### src/rtl/trdb_packet_select.sv
// trdb_packet_select: E-trace packet format selector.
// Tracks nc/tc/lc history, branch map and resync state; one request per cycle.
module trdb_packet_select #(
    parameter int XLEN           = 32,
    parameter int BRANCH_MAP_LEN = 31,
    parameter int RESYNC_MAX     = 256,
    parameter int CNT_W          = $clog2(BRANCH_MAP_LEN + 1)
) (
    input  logic                      clk_i,
    input  logic                      rst_i,
    input  logic                      valid_i,
    output logic                      ready_o,
    input  logic                      qualified_i,
    input  logic                      retired_i,
    input  logic                      exception_i,
    input  logic                      updiscon_i,
    input  logic                      is_branch_i,
    input  logic                      taken_i,
    input  logic                      ppccd_i,
    input  logic                      imprecise_ctx_i,
    input  logic                      support_req_i,
    input  logic [XLEN-1:0]           iaddr_i,
    output logic                      valid_o,
    input  logic                      ready_i,
    output logic [1:0]                format_o,
    output logic [1:0]                subformat_o,
    output logic                      thaddr_o,
    output logic [CNT_W-1:0]          branches_o,
    output logic [BRANCH_MAP_LEN-1:0] branch_map_o,
    output logic [XLEN-1:0]           iaddr_o
);

    localparam int RS_W = $clog2(RESYNC_MAX);
    localparam logic [RS_W-1:0] RS_TOP = RS_W'(RESYNC_MAX - 1);
    localparam logic [CNT_W-1:0] CNT_FULL = CNT_W'(BRANCH_MAP_LEN);

    typedef enum logic [1:0] {
        FMT_F0 = 2'd0,
        FMT_F1 = 2'd1,
        FMT_F2 = 2'd2,
        FMT_F3 = 2'd3
    } fmt_e;

    typedef struct packed {
        logic            valid;
        logic            qualified;
        logic            retired;
        logic            exception;
        logic            updiscon;
        logic            is_branch;
        logic            taken;
        logic            ppccd;
        logic            imprecise;
        logic [XLEN-1:0] iaddr;
    } rec_t;

    rec_t nc, tc_q;
    logic lc_exc_q, lc_upd_q;

    logic [BRANCH_MAP_LEN-1:0] map_q, map_d, map_inc, map_bit;
    logic [CNT_W-1:0]          cnt_q, cnt_d, cnt_inc;
    logic [RS_W-1:0]           rs_cnt_q, rs_cnt_d;
    logic                      rs_pend_q, rs_pend_d;
    logic                      first_q, first_d;
    logic                      rep_q, rep_d;
    logic                      sup_q, sup_d;

    logic                      valid_q, valid_d;
    fmt_e                      fmt_q, fmt_d;
    logic [1:0]                sub_q, sub_d;
    logic                      th_q, th_d;
    logic [CNT_W-1:0]          br_q, br_d;
    logic [BRANCH_MAP_LEN-1:0] bmap_q, bmap_d;
    logic [XLEN-1:0]           addr_q, addr_d;

    logic stall;
    logic tc_ok, tc_exc_only, tc_ern, nc_ok, nc_exc_only;
    logic emit, use_addr, th;
    fmt_e fmt;
    logic [1:0] sub;
    logic clr_map, clr_rs;

    assign stall   = valid_q && !ready_i;
    assign ready_o = !stall;

    always_comb begin
        nc = '0;
        if (valid_i) begin
            nc.valid     = 1'b1;
            nc.qualified = qualified_i;
            nc.retired   = retired_i;
            nc.exception = exception_i;
            nc.updiscon  = updiscon_i;
            nc.is_branch = is_branch_i;
            nc.taken     = taken_i;
            nc.ppccd     = ppccd_i;
            nc.imprecise = imprecise_ctx_i;
            nc.iaddr     = iaddr_i;
        end
    end

    assign tc_ok = tc_q.valid && tc_q.qualified
                && (tc_q.retired || tc_q.exception);
    assign tc_exc_only = tc_q.exception && !tc_q.retired;
    assign tc_ern      = tc_q.exception && tc_q.retired;
    assign nc_ok       = nc.valid && nc.qualified;
    assign nc_exc_only = nc.exception && !nc.retired;

    // The branch retiring in tc is folded in before the packet decision.
    always_comb begin
        map_bit    = '0;
        map_bit[0] = !tc_q.taken;
        map_inc    = map_q;
        cnt_inc    = cnt_q;
        if (tc_ok && tc_q.is_branch) begin
            map_inc = map_q | (map_bit << cnt_q);
            cnt_inc = cnt_q + CNT_W'(1);
        end
    end

    always_comb begin
        emit     = 1'b0;
        use_addr = 1'b0;
        fmt      = FMT_F0;
        sub      = 2'd0;
        th       = 1'b0;
        if (tc_ok) begin
            if (lc_exc_q) begin
                emit = 1'b1;
                fmt  = FMT_F3;
                if (tc_exc_only) begin
                    sub = 2'd1;
                end else if (!rep_q) begin
                    sub = 2'd1;
                    th  = 1'b1;
                end
            end else if (first_q || tc_q.ppccd || rs_pend_q) begin
                emit = 1'b1;
                fmt  = FMT_F3;
            end else if (lc_upd_q) begin
                if (tc_q.exception) begin
                    emit = 1'b1;
                    fmt  = FMT_F3;
                    sub  = 2'd1;
                end else begin
                    use_addr = 1'b1;
                end
            end else if (tc_ern) begin
                use_addr = 1'b1;
            end else if (nc_exc_only || !nc_ok
                         || (nc.ppccd && cnt_inc != '0)) begin
                use_addr = 1'b1;
            end else if (cnt_inc == CNT_FULL) begin
                emit = 1'b1;
            end else if (tc_q.imprecise) begin
                emit = 1'b1;
                fmt  = FMT_F3;
                sub  = 2'd2;
            end else if (sup_q) begin
                emit = 1'b1;
                fmt  = FMT_F3;
                sub  = 2'd3;
            end
        end
        if (use_addr) begin
            emit = 1'b1;
            fmt  = (cnt_inc == '0) ? FMT_F2 : FMT_F1;
        end
    end

    assign clr_rs  = emit && fmt == FMT_F3 && !sub[1];
    assign clr_map = emit && (fmt == FMT_F0 || fmt == FMT_F1 || clr_rs);

    always_comb begin
        map_d     = clr_map ? '0 : map_inc;
        cnt_d     = clr_map ? '0 : cnt_inc;
        rs_cnt_d  = rs_cnt_q;
        rs_pend_d = rs_pend_q;
        if (tc_ok) begin
            if (rs_cnt_q != RS_TOP) rs_cnt_d = rs_cnt_q + RS_W'(1);
            if (rs_cnt_d == RS_TOP) rs_pend_d = 1'b1;
        end
        if (clr_rs) begin
            rs_cnt_d  = '0;
            rs_pend_d = 1'b0;
        end
        first_d = first_q;
        if (tc_ok) first_d = 1'b0;
        else if (!(tc_q.valid && tc_q.qualified)) first_d = 1'b1;
        rep_d = rep_q;
        if (emit && fmt == FMT_F3 && sub == 2'd1 && !th) rep_d = 1'b1;
        else if (tc_ok) rep_d = 1'b0;
        // A request survives until an F3SF3 actually goes out.
        sup_d = (sup_q && !(emit && fmt == FMT_F3 && sub == 2'd3))
             || support_req_i;
    end

    always_comb begin
        valid_d = emit;
        fmt_d   = fmt_q;
        sub_d   = sub_q;
        th_d    = th_q;
        br_d    = br_q;
        bmap_d  = bmap_q;
        addr_d  = addr_q;
        if (emit) begin
            fmt_d  = fmt;
            sub_d  = sub;
            th_d   = th;
            br_d   = (fmt == FMT_F1) ? cnt_inc : '0;
            bmap_d = map_inc;
            addr_d = tc_q.iaddr;
        end
    end

    always_ff @(posedge clk_i) begin
        if (rst_i) begin
            tc_q      <= '0;
            lc_exc_q  <= 1'b0;
            lc_upd_q  <= 1'b0;
            map_q     <= '0;
            cnt_q     <= '0;
            rs_cnt_q  <= '0;
            rs_pend_q <= 1'b0;
            first_q   <= 1'b1;
            rep_q     <= 1'b0;
            sup_q     <= 1'b0;
            valid_q   <= 1'b0;
            fmt_q     <= FMT_F0;
            sub_q     <= 2'd0;
            th_q      <= 1'b0;
            br_q      <= '0;
            bmap_q    <= '0;
            addr_q    <= '0;
        end else if (!stall) begin
            tc_q      <= nc;
            lc_exc_q  <= tc_ok && tc_q.exception;
            lc_upd_q  <= tc_ok && tc_q.updiscon;
            map_q     <= map_d;
            cnt_q     <= cnt_d;
            rs_cnt_q  <= rs_cnt_d;
            rs_pend_q <= rs_pend_d;
            first_q   <= first_d;
            rep_q     <= rep_d;
            sup_q     <= sup_d;
            valid_q   <= valid_d;
            fmt_q     <= fmt_d;
            sub_q     <= sub_d;
            th_q      <= th_d;
            br_q      <= br_d;
            bmap_q    <= bmap_d;
            addr_q    <= addr_d;
        end
    end

    assign valid_o      = valid_q;
    assign format_o     = fmt_q;
    assign subformat_o  = sub_q;
    assign thaddr_o     = th_q;
    assign branches_o   = br_q;
    assign branch_map_o = bmap_q;
    assign iaddr_o      = addr_q;

endmodule

### config.mk
export PLATFORM = sky130hd
export DESIGN_NAME = trdb_packet_select
export DESIGN_NICKNAME = d
export VERILOG_FILES = /design/src/rtl/trdb_packet_select.sv
export SDC_FILE = /design/constraint.sdc
export NUM_CORES = 1
export LEC_CHECK = 0
export ABC_AREA = 1
export CAP_MARGIN = 20
export CORE_MARGIN = 5
export CORE_UTILIZATION = 53
export CTS_CLUSTER_SIZE = 25
export DETAILED_ROUTE_END_ITERATION = 6
export GPL_TIMING_DRIVEN = 0
export PLACE_DENSITY = 0.8
export SKIP_CTS_REPAIR_TIMING = 1
export SYNTH_ARGS = -nofsm -noshare
export SYNTH_HDL_FRONTEND = slang
export SYNTH_SLANG_ARGS = --single-unit
### constraint.sdc
create_clock -name clk_i -period 2.4 [get_ports clk_i]
set_input_delay 0.24 -clock clk_i [delete_from_list [all_inputs] [get_ports clk_i]]
set_output_delay 0.24 -clock clk_i [all_outputs]
set_load 0.01 [all_outputs]
# Word level (Yosys, flattened, before mapping)
# Index checks and enable logic that the tools add are counted.
word_totals:
  output_inout_bits: 75
  reg_bits: 165
classes:
  eq_ne: 8
  reduce_logical: 46
  n_bitwise: 2
  add_sub_neg: 2
  n_mux: 62
  shifts: 1
op_table:
  columns: ["cell", "n"]
  rows:
  - ["31-bit two-way mux", 2]
  - ["41-bit two-way mux", 1]
  - ["2-bit two-way mux", 20]
  - ["1-bit two-way mux", 32]
  - ["8-bit two-way mux", 4]
  - ["31-bit OR", 1]
  - ["1-bit by 5-bit left shift with 31-bit output", 1]
  - ["1-bit logical AND", 18]
  - ["5-bit two-way mux", 3]
  - ["1-bit logical NOT", 9]
  - ["8-bit by 1-bit adder with 8-bit output (second input constant)", 1]
  - ["8-bit equality test (second input constant)", 1]
  - ["1-bit logical OR", 8]
  - ["8-bit inequality test (second input constant)", 1]
  - ["2-bit AND reduction", 4]
  - ["2-bit nonzero test", 3]
  - ["5-bit by 1-bit adder with 5-bit output (second input constant)", 1]
  - ["5-bit equality test (second input constant)", 1]
  - ["5-bit logical NOT", 1]
  - ["5-bit nonzero test", 1]
  - ["2-bit by 1-bit equality test with 1-bit output (second input constant)", 2]
  - ["2-bit equality test (second input constant)", 2]
  - ["3-bit AND reduction", 1]
  - ["2-bit logical NOT", 1]
  - ["other kinds (2)", 2]

# Depth between registers and ports, before layout
# Gate-level depths: netlist of run 1.
logic_depth:
  depth_word: 20
  ltp_mapped: 18
  ltp_nobuf: 16

# Least setup slack after synthesis of run 1
# Ideal clock, no wire load.
synth_timing:
  path_kind: "flip-flop to flip-flop"
  from: "register cnt_q[0]"
  to: "register map_q[2]"
  setup_ps: 109
  path_buffers: 1
  period_less_slack_ps: 2017
  arrival_time_ps: 1907
  stages_incl_launch_ff: 16
  slack_ps: 383
  cell_sequence: "dfxtp_1 -> ha_1 -> xor2_1 -> nand2_1 -> nand2_1 -> nor2_2 -> nand3_2 -> nand2_4 -> nand2_4 -> nand3b_2 -> nand2_1 -> o21ai_2 -> nand3_4 -> buf_8 -> nand3_2 -> inv_1"
synth_via:
  elab_chain_cells: 18
synth_rtl:
  columns: ["element", "line_no", "text"]
  rows:
  - ["from (decl)", "61", "logic [CNT_W-1:0] cnt_q, cnt_d, cnt_inc;"]
  - ["from (signal assigned)", "240", "cnt_q <= cnt_d;"]
  - ["5-bit by 1-bit adder with 5-bit output", "117", "cnt_inc = cnt_q + CNT_W'(1);"]
  - ["5-bit two-way mux", "115", "if (tc_ok && tc_q.is_branch) begin"]
  - ["5-bit nonzero test", "151", "|| (nc.ppccd && cnt_inc != '0)) begin"]
  - ["1-bit logical AND", "151", null]
  - ["1-bit logical OR", "151", null]
  - ["2-bit two-way mux / 1-bit two-way mux (equally long branches)", "150", "end else if (nc_exc_only || !nc_ok"]
  - ["2-bit two-way mux / 1-bit two-way mux (equally long branches)", "148", "end else if (tc_ern) begin"]
  - ["2-bit two-way mux / 1-bit two-way mux (equally long branches)", "140", "end else if (lc_upd_q) begin"]
  - ["2-bit two-way mux / 1-bit two-way mux (equally long branches)", "137", "end else if (first_q || tc_q.ppccd || rs_pend_q) begin"]
  - ["2-bit two-way mux / 1-bit two-way mux (equally long branches)", "128", "if (lc_exc_q) begin"]
  - ["2-bit two-way mux / 1-bit two-way mux (equally long branches)", "127", "if (tc_ok) begin"]
  - ["2-bit two-way mux", "165", "if (use_addr) begin"]
  - ["2-bit equality test", "171", "assign clr_rs = emit && fmt == FMT_F3 && !sub[1];"]
  - ["1-bit logical AND (2 in a row)", "171", null]
  - ["1-bit logical OR", "172", "assign clr_map = emit && (fmt == FMT_F0 || fmt == FMT_F1 || clr_rs);"]
  - ["1-bit logical AND", "172", null]
  - ["31-bit two-way mux (*)", "175", "map_d = clr_map ? '0 : map_inc;"]
  - ["to (signal assigned)", "239", "map_q <= map_d;"]
  - ["to (decl)", "60", "logic [BRANCH_MAP_LEN-1:0] map_q, map_d, map_inc, map_bit;"]
# Mark *: on every way between the ends. The rest lies on a longest branch, timed or not.
# A chain may end at the register's enable or synchronous reset.

# Final worst setup path of run 1
layout_timing:
  from: "register cnt_q[0]"
  to: "register map_q[6]"
# The elaborated chain is that of the path after synthesis.

==> flow_summary.toml, run 1 <==
[outcome]
outcome = "finished clean"

[placement]
place.gp.congestion = 0.9229
hpwl_um = 13770
dp.cells = 1232
portBuffers = 117
dpl_cell_area_sq_um = 8482

[setup_path]
cp.required_ns = 2.73
crit_arrival_ns = 2.67
cp-end-kind = "flip-flop"
rr_worst_depth = 15
path_class = "flip-flop to flip-flop"
crit_fanout = 7
cp-start-kind = "flip-flop"

[floorplanning]
ios = 120
start_util_pct = 53.76
fp.dieW_um = 125.7
fp.coreArea_sq_um = 13190
rows = 42
chipHeight_um = 125.7
dieArea_sq_um = 15790

[worst_hold_path]
hold_class = "input pin to flip-flop"
hold_path_depth = 3

[layout]
seqCellArea_sq_um = 3318
syn_to_final_growth_pct = 30.49
fillCellCount = 1081
nets = 1128
drive_gt1_share_pct = 11.70
final_common_cell = "dfxtp_1"
num_antenna_cells = 0
multi_input_area_sq_um = 3156
mostFrequentLayoutCells = "dfxtp_1 (159), nand2_1 (119), clkdlybuf4s50_1 (117), nor2_1 (111), inv_1 (98)"
fin_area_sq_um = 9253
post_layout_nonfiller_instances = 1270

[clock_tree]
clk_latency_ns = 0.44
numCtsBuffers = 17
clkSinkCount = 165
cts_buffer_depth = 2
root_buffer = "clkbuf_16"
tritoncts = "yes"
cts.clk_slew.worst_paths_ns = 0.06
htree_levels = 4

[grt]
grt_overflow = 0
grt_pass1_wl_um = 30680
grt_antenna_before_repair = 0
grt_usage_pct = 23.90
grt_max_degree = 17
grt_pass1_vias = 6318

[timing]
max_slew.worst_pin.slew_ns = 1.163
timing.final.crit_share_pct = 97.57
hold_viol = 0
relSlewSlack_pct = 21.73
fmax_mhz = 427.0
hold_ws_ns = 0.2035
period_minus_slack_ns = 2.342
setup_viol = 0
final-max-slew-violation-count = 0
fin_skew_ns = 0.007144

[synth]
synthSimpleGateAreaFrac_pct = 26.40
synth_top_family_by_area = "simple AND/OR/NAND/NOR gates"
ys_ff_latch = 165
yosys_warnings = 0
syn_area_sq_um = 7091
synth-xor-area-share_pct = 0.6176
synth_fp_nets = 986
synth_area_leaders = "dfxtp_1 (47%), o21ai_0 (6.9%), nand2_1 (6.6%)"
synthCells = 939
synthAdderAreaFrac_pct = 0.3529
yosysUniqueCellTypes = 37
yosysTopAreaCell = "dfxtp_1"
seq_area_frac_synth_pct = 46.59
muxShareOfSynthArea_pct = 0
synth_compound_area_share_pct = 16.29
yosysTopAreaCellShare_pct = 46.59
synth.avg_cell_area_sq_um = 7.551

[detailed_routing]
vias = 6848
route.detailed.drc = 0
first_iter_violations = 634
routedWlPerCell_um = 15.41
viasPerCell = 5.392
dr.pass1.iters = 5
antenna_left = 0
wl_um = 19570

[power]
peakVddDrop_mv = 0.4481
power_density_nw_per_um2 = 614.9
power_leakage_nw = 3.622

[job]
drv_cap = 0
-- layout make-up --
class                           instances  area share (%)
Buffer                                 63           3.773
Clock buffer                           22           5.017
Clock inverter                         10           1.068
Inverter                              104           4.273
Multi-Input combinational cell        607           34.10
Sequential cell                       165           35.86
Tap cell                              176           2.380
Timing Repair Buffer                  123           13.52
-- routing by layer --
metal / global-route usage (%) / routed length [um] / vias up
met5: 0 / 0 / -
met3: 5.377 / 1252 / 58
li1: - / - / 3389
met1: 29.70 / 8215 / 3174
met2: 39.36 / 9374 / 227
met4: 11.54 / 722 / 0
-- cell families after synthesis --
kind of cell / Yosys count
flops: 165
fa+ha+maj: 2
xor+xnor: 5
buf+inv: 167
compound gates: 218
simple gates: 382
-- per-stage QoR --
stage | utilization (%) | setup TNS [ns] | worst slack, ns | power, mW
2_1_floorplan | - | 0 | 0.3833 | 2.994
3_3_place_gp | 64.30 | -0.4377 | -0.2871 | 3.128
3_5_place_dp | 64.30 | -0.8617 | -0.2635 | 3.132
4_1_cts | 68.57 | -1.534 | -0.3633 | 5.692
5_1_grt | 70.15 | -1.288 | -0.05618 | 5.853
6_report | 70.15 | 0 | 0.05834 | 5.689
-- synthesized netlist by cell type (all sizes together) --
cell	count
o21ai	99
inv	103
dfxtp	165
nand3b	6
ha	2
nor3	8
nand4	9
o31ai	11
nand2	132
buf	27
xor2	4
a21oi	84
o2111ai	1
nor4	2
clkbuf	36
a31oi	23
xnor2	1
nand3	107
clkinv	1
nor2	118
-- registers in the layout, indices dropped and copies added, names as in the netlist, 2 cells and up --
register,flops
rs_cnt_q,8
tc_q,41
iaddr_o,32
format_o,2
branches_o,5
branch_map_o,31
subformat_o,2
cnt_q,5
map_q,31
-- power by group --
group          internal (mW)  leakage [nW]  total (mW)  switching (mW)
logic                  0.130          2.01       0.279           0.150
clock network           1.49         0.271        2.61            1.12
registers               2.78          1.34        2.80          0.0236
-- critical path, cell delays in order (launching register included) --
cell       delay [ns]
dfxtp_4          0.36
ha_2             0.19
nand3_1          0.10
xor2_1           0.18
nand2_1          0.07
nand2_1          0.11
nand3_2          0.14
nand2_4          0.12
nand2_4          0.07
nand3b_2         0.10
nand2_1          0.07
o21ai_2          0.20
nand3_4          0.22
clkbuf_16        0.24
nand3_2          0.05
inv_1            0.04
-- path summary, 6_finish.rpt --
kind	to	start	slack, ns
hold reg to reg	lc_upd_q$_SDFFE_PP0N_	tc_q[36]$_SDFFE_PP0N_	0.45
setup reg to reg	map_q[6]$_SDFFE_PP0N_	cnt_q[0]$_SDFFE_PP0N_	0.06
hold / removal	tc_q[37]$_SDFFE_PP0N_	valid_i	0.20
setup / recovery	map_q[6]$_SDFFE_PP0N_	cnt_q[0]$_SDFFE_PP0N_	0.06
Note: power is estimated with default switching activity, not from simulation.
==> run 2: changes to the inputs <==
--- a/config.mk
+++ b/config.mk
@@ -12,8 +12,10 @@
 export CTS_CLUSTER_SIZE = 25
 export DETAILED_ROUTE_END_ITERATION = 6
 export GPL_TIMING_DRIVEN = 0
+export MAX_ROUTING_LAYER = met4
 export PLACE_DENSITY = 0.8
 export SKIP_CTS_REPAIR_TIMING = 1
+export SLEW_MARGIN = 20
 export SYNTH_ARGS = -nofsm -noshare
 export SYNTH_HDL_FRONTEND = slang
 export SYNTH_SLANG_ARGS = --single-unit
==> run 2 against run 1 <==
Compared with the run above:
- combinational power about the same
- die area unchanged
- count of clock-buffer cells in the layout unchanged
- core utilization about the same
- sequential power about the same
- power increased by 0.34%
- clock power about the same
- setup slack got worse by 0.0011 ns
- routed wire length increased by 0.53%
- global-route usage increased by 0.71 points
- critical path type unchanged
- critical endpoint unchanged
==> flow_summary.toml, run 2 (synthesis results as in run 1) <==
[floorplanning]
rows = 42
start_util_pct = 53.76
ios = 120
chipHeight_um = 125.7
dieArea_sq_um = 15790
fp.coreArea_sq_um = 13190
fp.dieW_um = 125.7

[power]
peakVddDrop_mv = 0.4586
power_density_nw_per_um2 = 617.3
finalPower_mw = 5.709
p_int_mw = 4.392
pwr-share-seq_pct = 49.0
power_switching_mw = 1.317
swShare_pct = 23.07
p_clk_share_pct = 46.1
combPwrFrac_pct = 4.9
power_leakage_nw = 3.620

[placement]
portBuffers = 117
place_ws_ns = -0.2635
dp.cells = 1232
place.gp.congestion = 0.9391
hpwl_um = 13770

[detailed_routing]
first_iter_violations = 620
antenna_left = 0
viasPerCell = 5.431
route.detailed.drc = 0
routedWlPerCell_um = 15.49
wl_um = 19670
vias = 6897
dr.pass1.iters = 6

[layout]
nets = 1128
seqCellArea_sq_um = 3318
num_antenna_cells = 0
post_layout_nonfiller_instances = 1270
utilization_pct = 70.12
fillCellCount = 1082
drive_gt1_share_pct = 11.70
mostFrequentLayoutCells = "dfxtp_1 (159), nand2_1 (119), clkdlybuf4s50_1 (117), nor2_1 (111), inv_1 (98)"
top_register = "tc_q"
syn_to_final_growth_pct = 30.44
multi_input_area_sq_um = 3156
largest_reg_flops = 41
final_common_cell = "dfxtp_1"

[setup_path]
reg2reg_to = "map_q[6]$_SDFFE_PP0N_"
r2r_setup_slack_ns = 0.06
crit_arrival_ns = 2.68
path_class = "flip-flop to flip-flop"
cp.required_ns = 2.74
rr_worst_depth = 15
cp-start-kind = "flip-flop"
r2r_start = "cnt_q[0]$_SDFFE_PP0N_"
crit_start = "cnt_q[0]$_SDFFE_PP0N_"
crit_fanout = 7
cp-end-kind = "flip-flop"
crit_end = "map_q[6]$_SDFFE_PP0N_"

[timing]
hold_viol = 0
period_minus_slack_ns = 2.343
fmax_mhz = 426.9
setup_ws_ns = 0.05726
finalSetupTns_ns = 0
relSlewSlack_pct = 20.74
timing.final.crit_share_pct = 97.61
max_slew.worst_pin.slew_ns = 1.178
setup_viol = 0
final-max-slew-violation-count = 0
fin_skew_ns = 0.007224

[clock_tree]
numCtsBuffers = 17
root_buffer = "clkbuf_16"
htree_levels = 4
clkSinkCount = 165
cts_buffer_depth = 2
cts.clk_slew.worst_paths_ns = 0.06
tritoncts = "yes"
clk_latency_ns = 0.44

[grt]
grt_pass1_vias = 6332
grt_usage_pct = 24.61
grt_max_degree = 17
grt_antenna_before_repair = 0
grt_pass1_wl_um = 30690
grt_overflow = 0

[outcome]
outcome = "finished clean"

[worst_hold_path]
hold_class = "input pin to flip-flop"

[job]
drv_cap = 0
## run 2: cell counts in the layout (fill, tap and decap cells not counted)
Identical to the previous run, type by type.
## run 2: routing by layer
layer,vias to the layer above,routed length [um],track usage [%]
li1,3377,-,-
met1,3185,8209,29.89
met2,269,9419,39.40
met3,66,1303,5.038
met4,0,737,11.54
met5,-,0,-
## run 2: layout make-up
type	count	area share, %
timing repair buffer	123	13.53
sequential	165	35.88
clock inverter	10	1.069
clock buffer	22	5.019
buffer	63	3.734
tap	176	2.381
inverter	104	4.275
multi-input combinational	607	34.12
## run 2: metrics by stage
stage / instance area, sq um / hold slack [ns]
after global routing: 9249 / 0.2251
after detailed placement: 8482 / 0.4457
after floorplan: 7091 / 0.3890
after CTS: 9045 / 0.2008
final: 9249 / 0.2025
after global placement: 8482 / 0.4400
## run 2: how the worst min path moves through the flow
stage | startpoint | endpoint | slack [ns] | depth (start not counted)
after floorplan | support_req_i | sup_q$_SDFFE_PP0N_ | 0.39 | 2
after global placement | map_q[5]$_SDFFE_PP0N_ | branch_map_o[5]$_SDFFE_PP0P_ | 0.44 | 2
after detailed placement | map_q[26]$_SDFFE_PP0N_ | branch_map_o[26]$_SDFFE_PP0P_ | 0.45 | 2
after CTS | valid_i | tc_q[33]$_SDFFE_PP0N_ | 0.20 | 3
after global routing | valid_i | tc_q[33]$_SDFFE_PP0N_ | 0.23 | 3
final | valid_i | tc_q[33]$_SDFFE_PP0N_ | 0.20 | 3
## run 2: power by group through the flow
stage               Combinational, mW  Clock (mW)  Sequential, mW
finish                          0.280        2.63            2.80
global route                    0.306        2.74            2.80
CTS                             0.273        2.62            2.80
detailed placement              0.271           0            2.86
global placement                0.269           0            2.86
floorplan                       0.133           0            2.86
## run 2: worst max-delay path, cell delays in order, from the launching register on
cell and delay, ns:
dfxtp_4 0.35, ha_2 0.19, nand3_1 0.09, xor2_1 0.18, nand2_1 0.07, nand2_1 0.11
nand3_2 0.14, nand2_4 0.12, nand2_4 0.07, nand3b_2 0.10, nand2_1 0.07, o21ai_2 0.19
nand3_4 0.22, clkbuf_16 0.24, nand3_2 0.05, inv_1 0.04
==> run 3: changes to the inputs <==
--- a/config.mk
+++ b/config.mk
@@ -7,13 +7,16 @@
 export LEC_CHECK = 0
 export ABC_AREA = 1
 export CAP_MARGIN = 20
+export CELL_PAD_IN_SITES_DETAIL_PLACEMENT = 0
+export CELL_PAD_IN_SITES_GLOBAL_PLACEMENT = 1
 export CORE_MARGIN = 5
-export CORE_UTILIZATION = 53
+export CORE_UTILIZATION = 46
 export CTS_CLUSTER_SIZE = 25
 export DETAILED_ROUTE_END_ITERATION = 6
+export DONT_BUFFER_PORTS = 1
 export GPL_TIMING_DRIVEN = 0
 export MAX_ROUTING_LAYER = met4
-export PLACE_DENSITY = 0.8
+export PLACE_DENSITY_LB_ADDON = 0.1
 export SKIP_CTS_REPAIR_TIMING = 1
 export SLEW_MARGIN = 20
 export SYNTH_ARGS = -nofsm -noshare
==> run 3 against run 2 <==
Compared with the run above:
- the flow now finishes with violations (negative hold slack)
- sequential share of layout area rose by 3.2 points
- global-route usage is 1.6 points lower
- final area shrank 8.1%
- maximum frequency increased by 4.7%
- critical endpoint is now branch_map_o[24]$_SDFFE_PP0P_
- largest power group unchanged
- setup slack gained 0.11 ns
- routed wire length rose by 4.3%
- core utilization down 14 points
- largest cell class unchanged
- power rose by 1.3%
- combinational power fell by 15%
- critical path type unchanged
- first-iteration DRC count is 31% lower
==> flow_summary.toml, run 3 (synthesis results as in run 1) <==
[setup_path]
critPathSlowestCell = "dfxtp_4"
crit_fanout = 10
path_class = "flip-flop to flip-flop"
r2r_start = "cnt_q[0]$_SDFFE_PP0N_"
crit_arrival_ns = 2.59
cp.required_ns = 2.75
critPathMaxStageDelay_ns = 0.36
cp_cell_sequence = "ha_2 -> xor2_1 -> nand2_1 -> nand2_2 -> nor2_2 -> nand3_2 -> nand2_4 -> nand4_2 -> nand2_2 -> clkinv_4 -> buf_4 -> buf_6 -> a31oi_1"
cp-start-kind = "flip-flop"
reg2reg_to = "branch_map_o[24]$_SDFFE_PP0P_"
cp-end-kind = "flip-flop"
path_common_cell = "nand2_2"
r2r_setup_slack_ns = 0.16
rr_worst_depth = 13

[floorplanning]
dieArea_sq_um = 18000
fp.coreArea_sq_um = 15150
ios = 120
chipHeight_um = 134.2
start_util_pct = 46.82
fp.dieW_um = 134.2
rows = 45

[clock_tree]
clkSinkCount = 165
cts.clk_slew.worst_paths_ns = 0.07
root_buffer = "clkbuf_16"
clk_latency_ns = 0.43
tritoncts = "yes"
cts_buffer_depth = 2
numCtsBuffers = 17
htree_levels = 4

[grt]
grt_antenna_before_repair = 0
grt_pass1_wl_um = 31860
grt_pass1_vias = 6204
use_met1_pct = 27.53
grt_usage_pct = 23.01
use_met2_pct = 37.73
grt_busiest_layer = "met2"
grt_overflow = 0
grt_max_degree = 17
gr-usage-met3_pct = 6.377

[layout]
post_layout_nonfiller_instances = 1205
num_antenna_cells = 0
syn_to_final_growth_pct = 19.85
utilization_pct = 56.11
seqCellArea_sq_um = 3322
multi_input_area_sq_um = 3147
final_common_cell = "dfxtp_1"
nets = 1051
largest_reg_flops = 41
drive_gt1_share_pct = 13.47
fillCellCount = 1465
fin_area_sq_um = 8498
mostFrequentLayoutCells = "dfxtp_1 (158), nand2_1 (117), nor2_1 (111), inv_1 (97), o21ai_0 (87)"
top_register = "tc_q"

[placement]
place.gp.congestion = 0.8933
dpl_cell_area_sq_um = 7326
dp.cells = 1127
portBuffers = 0
hpwl_um = 14770
place_ws_ns = -0.08151

[timing]
period_minus_slack_ns = 2.237
fmax_mhz = 446.9
timing.final.crit_share_pct = 93.23
max_slew.worst_pin.slew_ns = 1.076
rsz0062_at_grt = "no"
final-max-slew-violation-count = 0
hold_ws_ns = -0.02227
setup_ws_ns = 0.1626
finalSetupTns_ns = 0
hold_viol = 3
fin_skew_ns = 0.006647
setup_viol = 0
relSlewSlack_pct = 27.64

[power]
power_leakage_nw = 3.373
power_density_nw_per_um2 = 680.2
peakVddDrop_mv = 0.4903
finalPower_mw = 5.781

[detailed_routing]
viasPerCell = 5.435
dr.pass1.iters = 6
route.detailed.drc = 0
vias = 6549
wl_um = 20520
antenna_left = 0
first_iter_violations = 428
routedWlPerCell_um = 17.03

[worst_hold_path]
holdPathEnd = "tc_q[25]$_SDFFE_PP0N_"
hold_path_depth = 2
hp-start = "iaddr_i[25]"
hold_class = "input pin to flip-flop"

[outcome]
outcome = "finished with violations"
violations = "negative hold slack"

[job]
drv_cap = 0
run 3: cell types whose count changed in the layout (fill, tap and decap cells not counted), moves of 3 or more:
cell	previous run	this run
clkdlybuf4s50_1	117	0
dlygate4sd3_1	0	37
o21ai_1	3	11
o21ai_0	94	87
clkbuf_4	9	3
nand2_2	8	12
buf_4	6	9
buf_6	3	6
clkinv_2	2	5
run 3: critical path: cells and delay by family (launching register included):
family	cells	cell delay, ns
fa+ha+maj	1	0.19
buf+inv	3	0.46
flops	1	0.36
xor+xnor	1	0.14
compound gates	1	0.19
simple gates	7	0.81
run 3: final cells by class:
| type | instances | share of cell area [%] |
|---|---|---|
| clock buffers | 18 | 5.168 |
| flip-flops and latches | 165 | 39.09 |
| well taps | 188 | 2.768 |
| plain buffers | 63 | 4.122 |
| repair buffers | 46 | 5.359 |
| clock inverters | 14 | 1.782 |
| multi-input cells | 607 | 37.03 |
| inverters | 104 | 4.682 |
run 3: layer usage:
| metal | part of all wire, % | wire length, um |
|---|---|---|
| met5 | 0 | 0 |
| met2 | 49 | 10150 |
| met4 | 1.7 | 357 |
| met1 | 43 | 8859 |
| met3 | 5.6 | 1151 |
run 3: worst max-delay path by stage:
| stage | startpoint | end | slack [ns] |
|---|---|---|---|
| after CTS | cnt_q[0]$_SDFFE_PP0N_ | branch_map_o[28]$_SDFFE_PP0P_ | -0.11 |
| after detailed placement | cnt_q[0]$_SDFFE_PP0N_ | branch_map_o[23]$_SDFFE_PP0P_ | -0.08 |
| after floorplan | cnt_q[0]$_SDFFE_PP0N_ | map_q[2]$_SDFFE_PP0N_ | 0.38 |
| final | cnt_q[0]$_SDFFE_PP0N_ | branch_map_o[24]$_SDFFE_PP0P_ | 0.16 |
| after global placement | cnt_q[0]$_SDFFE_PP0N_ | branch_map_o[27]$_SDFFE_PP0P_ | -0.06 |
| after global routing | cnt_q[0]$_SDFFE_PP0N_ | map_q[23]$_SDFFE_PP0N_ | 0.02 |
run 3: where the power goes:
part	switching, mW	leakage [nW]	internal, mW	total (mW)
Sequential	0.0312	1.34	2.77	2.81
Clock	1.17	0.289	1.57	2.74
Combinational	0.144	1.74	0.0957	0.239
Total	1.34	3.37	4.44	5.78
